## config.mk

```make
export PLATFORM = sky130hd
export DESIGN_NAME = ev_motor_pwm_driver
export DESIGN_NICKNAME = d
export VERILOG_FILES = /design/src/rtl/ev_motor_pwm_driver.sv
export SDC_FILE = /design/constraint.sdc
export NUM_CORES = 1
export LEC_CHECK = 0
export ABC_CLOCK_PERIOD_IN_PS = 5000
export CAP_MARGIN = 20
export CORE_ASPECT_RATIO = 1.5
export CORE_MARGIN = 3
export CORE_UTILIZATION = 59
export CTS_BUF_LIST = sky130_fd_sc_hd__clkbuf_8 sky130_fd_sc_hd__clkbuf_16
export CTS_CLUSTER_SIZE = 40
export DETAILED_ROUTE_END_ITERATION = 16
export PLACE_DENSITY_LB_ADDON = 0.05
export SETUP_SLACK_MARGIN = 0.02
export SKIP_LAST_GASP = 1
export SLEW_MARGIN = 30
export SYNTH_ARGS = -nofsm -noshare
export SYNTH_HDL_FRONTEND = slang
export SYNTH_SLANG_ARGS = --single-unit
```

## constraint.sdc

```tcl
create_clock -name clk -period 5 [get_ports clk]
set_input_delay 0.75 -clock clk [delete_from_list [all_inputs] [get_ports clk]]
set_output_delay 0.75 -clock clk [all_outputs]
set_load 0.005 [all_outputs]
```

## src/rtl/ev_motor_pwm_driver.sv

```systemverilog
// EV motor gate driver: command target, slew-limited duty ramp, fault/brake
// handling and a period-aligned 8-bit PWM generator.
module ev_motor_pwm_driver #(
    parameter int RAMP_STEP = 4,
    parameter int RAMP_DIV  = 16
) (
    input  logic       clk,
    input  logic       rst,
    input  logic [7:0] speed_cmd,
    input  logic       cmd_valid,
    input  logic       power_on,
    input  logic       brake_active,
    input  logic       fault_in,
    input  logic       fault_clr,
    output logic       pwm_out,
    output logic [7:0] duty_now,
    output logic [1:0] state,
    output logic       ramp_done,
    output logic       fault_latched
);

    typedef enum logic [1:0] {
        IDLE  = 2'b00,
        RAMP  = 2'b01,
        RUN   = 2'b10,
        FAULT = 2'b11
    } state_t;

    localparam logic [7:0] STEP   = 8'(RAMP_STEP);
    localparam logic [7:0] DIV_M1 = 8'(RAMP_DIV - 1);

    state_t     state_q, state_d;
    logic [7:0] duty_q, duty_d;
    logic [7:0] target_q, target_d;
    logic [7:0] presc_q, presc_d;
    logic [7:0] pwm_cnt_q, pwm_cnt_d;
    logic [7:0] shadow_q, shadow_d;
    logic       pwm_q, pwm_d;

    logic       tick;
    logic       kill;
    logic [7:0] up_diff;
    logic [7:0] dn_diff;
    logic [7:0] step_duty;

    assign tick    = (presc_q == DIV_M1);
    assign up_diff = target_q - duty_q;
    assign dn_diff = duty_q - target_q;

    // Saturating move toward target: never overshoots, never wraps.
    always_comb begin
        step_duty = duty_q;
        if (target_q > duty_q) begin
            step_duty = duty_q + ((up_diff < STEP) ? up_diff : STEP);
        end else if (target_q < duty_q) begin
            step_duty = duty_q - ((dn_diff < STEP) ? dn_diff : STEP);
        end
    end

    always_comb begin
        state_d  = state_q;
        duty_d   = duty_q;
        target_d = target_q;
        presc_d  = '0;
        if (fault_in) begin
            state_d  = FAULT;
            duty_d   = '0;
            target_d = '0;
        end else if (state_q == FAULT) begin
            duty_d   = '0;
            target_d = '0;
            if (fault_clr) begin
                state_d = IDLE;
            end
        end else if (brake_active) begin
            state_d  = IDLE;
            duty_d   = '0;
            target_d = '0;
        end else begin
            if (!power_on) begin
                target_d = '0;
            end else if (cmd_valid) begin
                target_d = speed_cmd;
            end
            unique case (state_q)
                IDLE: begin
                    duty_d = '0;
                    if (target_q != 8'd0) begin
                        state_d = RAMP;
                    end
                end
                RAMP: begin
                    presc_d = tick ? 8'd0 : presc_q + 8'd1;
                    if (tick) begin
                        duty_d = step_duty;
                    end
                    if (duty_q == target_q && target_q != 8'd0) begin
                        state_d = RUN;
                    end else if (duty_q == 8'd0 && target_q == 8'd0) begin
                        state_d = IDLE;
                    end
                end
                RUN: begin
                    if (target_q != duty_q) begin
                        state_d = RAMP;
                    end
                end
                default: begin
                    state_d = IDLE;
                end
            endcase
        end
    end

    // Shadow only updates at period end so each PWM period is glitch-free.
    always_comb begin
        kill      = fault_in | brake_active | (state_q == FAULT);
        pwm_cnt_d = pwm_cnt_q + 8'd1;
        shadow_d  = shadow_q;
        pwm_d     = (pwm_cnt_q < shadow_q);
        if (kill) begin
            shadow_d = '0;
            pwm_d    = 1'b0;
        end else if (pwm_cnt_q == 8'hFF) begin
            shadow_d = duty_q;
        end
    end

    always_ff @(posedge clk or posedge rst) begin
        if (rst) begin
            state_q   <= IDLE;
            duty_q    <= '0;
            target_q  <= '0;
            presc_q   <= '0;
            pwm_cnt_q <= '0;
            shadow_q  <= '0;
            pwm_q     <= 1'b0;
        end else begin
            state_q   <= state_d;
            duty_q    <= duty_d;
            target_q  <= target_d;
            presc_q   <= presc_d;
            pwm_cnt_q <= pwm_cnt_d;
            shadow_q  <= shadow_d;
            pwm_q     <= pwm_d;
        end
    end

    assign pwm_out       = pwm_q;
    assign duty_now      = duty_q;
    assign state         = state_q;
    assign ramp_done     = (state_q == RUN);
    assign fault_latched = (state_q == FAULT);

endmodule

```

==> results_dict.tcl <==
set metrics [dict create \
    final_util 0.710 \
    hold_viol_final 0 \
    status "completed" \
    powerDensity_nw_per_um2 727 \
    avgSynthCellArea_um2 9.09 \
    dieHeight_um 97.5 \
    rsz0062_at_grt "false" \
    ant_nets 0 \
    drive_above_1_share 0.0663 \
    ys_types 55 \
    syn_area_um2 3290 \
    wirelength_um 7490 \
    insertion_delay_ps 300 \
    num_antenna_cells 0 \
    synth_seq_area_share 0.327 \
    syn_to_final_growth_pct 13.9 \
    post_drt_wl_per_cell_um 16.3 \
    root_buffer "clkbuf_8" \
    syn_nets 416 \
    fin_crit_ps 4590 \
    timing.final.crit_share 0.918 \
    synth_ff_type "dfrtp_1" \
    clk_pin_slew_ps 90 \
    busiest_layer "met2" \
    ys_seq_elements 43 \
    hp-class "reg2reg" \
    tightestPinTransition_ps 537 \
    vias 2704 \
    drt_iter0_drc 158 \
    rows 32 \
    cts.sinks 43 \
    grt_pass1_wl_um 12700 \
    relSlewSlack 0.642 \
    grtUsageMet3 0.0278 \
    final_max_slew_viol_count 0 \
    drv_cap 0 \
    finish.net_count 445 \
    viasPerCell 5.88 \
    grt_util_met1 0.283 \
    die_w_um 67.0 \
    end_kind "flop" \
    fin_hold_ws_ps 476 \
    r2r_cells 19 \
    setup_viol 0 \
    firstDrtPassIters 4 \
    h-tree-depth 2 \
    track_usage 0.247 \
    grt_max_degree 44 \
    drc_errors 0 \
    cp_max_fo 8 \
    dp.final_hpwl_um 5850 \
    finalPower_mw 2.72 \
    core_area_um2 5290 \
    dieArea_um2 6530 \
    critPathRequiredTime_ps 5180 \
    leakage_nw 1.66 \
    post-place-ws_ps 454 \
    cts_setup_buffers 0 \
    layout_common_cells "48 x nor2_1, 43 x dfrtp_1, 38 x inv_1" \
    grtUsageMet2 0.449 \
    synth_warnings 0 \
    start_util 0.623 \
    cts_tree "done" \
    grt.overflow.total 0 \
    mostFrequentLayoutCell "nor2_1" \
    ctsResizeCount 0 \
    ios 28 \
    cts_buffers 5 \
    io_buffers 27 \
    worstSetupPathType "reg2reg" \
    arrival_ps 4770 \
    synth_enable_flop_cells 0 \
    worst_clock_skew_ps 15.4 \
    vdd_drop_max_uv 552 \
    grt_pass1_vias 2882 \
    whs_path_depth 1 \
    syn_inst 362 \
    fin_ws_ps 408 \
    async_flop_share 1.00 \
    fmax_mhz 218 \
    routabilityCongestion 0.909 \
    antenna_found_initial 0 \
    start_kind "flop" \
    clockBufferDepth 2 \
    setup_tns_ps 0 \
    holdBufCountCts 0 \
]
==> metrics by stage <==
| step | cells | cell area, um^2 |
|---|---|---|
| finish | 460 | 3750 |
| global route | 460 | 3750 |
| CTS | 460 | 3750 |
| detailed placement | 452 | 3630 |
| global placement | 452 | 3630 |
| floorplan | 362 | 3290 |
==> power breakdown <==
part	total, mW	leakage [nW]	switching (mW)	internal (mW)
clock network	0.288	0.0618	0.124	0.164
logic	2.03	1.02	1.14	0.890
registers	0.406	0.580	0.0305	0.376
total	2.72	1.66	1.29	1.43
==> per-layer routing <==
layer,wire [um],part of all wire
met1,3040,0.41
met2,4010,0.54
met3,244,0.033
met4,183,0.024
met5,0,0
==> logic make-up (layout without fill, tap and decap cells) <==
group,after synthesis,in the layout,synth area share
simple gates,113,113,0.173
compound gates,72,72,0.152
buf+inv,49,79,0.0627
flops,43,43,0.327
fa+ha+maj,39,39,0.155
xor+xnor,25,25,0.0665
mux,21,21,0.0639
==> final cells by class <==
cell class	instances	area, um^2
multi-input combinational	270	2010
fill	423	1540
sequential	43	1080
timing repair buffer	33	315
inverter	38	143
tap	68	85.1
clock buffer	6	82.6
clock inverter	2	38.8
==> flip-flops by register name (all words and copies together) (netlist names) <==
register,cells
presc_q,8
state,2
shadow_q,8
duty_now,8
pwm_out,1
target_q,8
pwm_cnt_q,8
==> critical path, cell delays in order (launching register included) <==
cell	delay [ps]
dfrtp_1	530
inv_1	170
fa_1	510
o21a_1	220
nor2_1	110
xnor2_1	110
nor4b_4	360
o211a_1	290
nand2b_1	80
ha_1	280
inv_1	50
o22a_1	210
ha_1	270
nor2b_1	120
o21ai_0	220
a21oi_1	150
o21a_1	240
a32o_1	260
a211oi_1	210
o21ai_1	90
==> path summary, 6_finish.rpt <==
path,startpoint,to,slack (ps)
setup / recovery,duty_now[1],duty_now[7],410
hold / removal,presc_q[0],presc_q[0],480
setup reg to reg,duty_now[1],duty_now[7],410
hold reg to reg,presc_q[0],presc_q[0],480
max in group asynchronous,rst,shadow_q[7],3740
min in group asynchronous,rst,shadow_q[6],890
==> synth_stat cells, drive strengths merged (2+ instances only) <==
| cell | instances | area (um^2) |
|---|---|---|
| or3 | 4 | 25.0 |
| dfrtp | 43 | 1080 |
| buf | 9 | 56.3 |
| o21ai | 13 | 65.1 |
| a31oi | 5 | 37.5 |
| a21o | 10 | 77.6 |
| mux2i | 21 | 210 |
| o41ai | 2 | 17.5 |
| clkbuf | 2 | 7.51 |
| and3 | 3 | 18.8 |
| o22ai | 2 | 18.8 |
| nor4 | 4 | 25.0 |
| xor2 | 12 | 105 |
| fa | 3 | 60.1 |
| nor2 | 48 | 180 |
| a21oi | 13 | 65.1 |
| a31o | 2 | 17.5 |
| nor2b | 6 | 37.5 |
| xnor2 | 13 | 114 |
| a211oi | 3 | 22.5 |
| nor3 | 4 | 25.0 |
| o31ai | 4 | 30.0 |
| ha | 36 | 450 |
| nor4b | 3 | 47.5 |
| nand3 | 7 | 35.0 |
| or4 | 2 | 15.0 |
| o211ai | 5 | 37.5 |
| o21a | 4 | 30.0 |
| nand4 | 3 | 18.8 |
| nand2 | 19 | 71.3 |
| nand2b | 5 | 31.3 |
| inv | 38 | 143 |
Note: power is estimated with default switching activity, not from simulation.
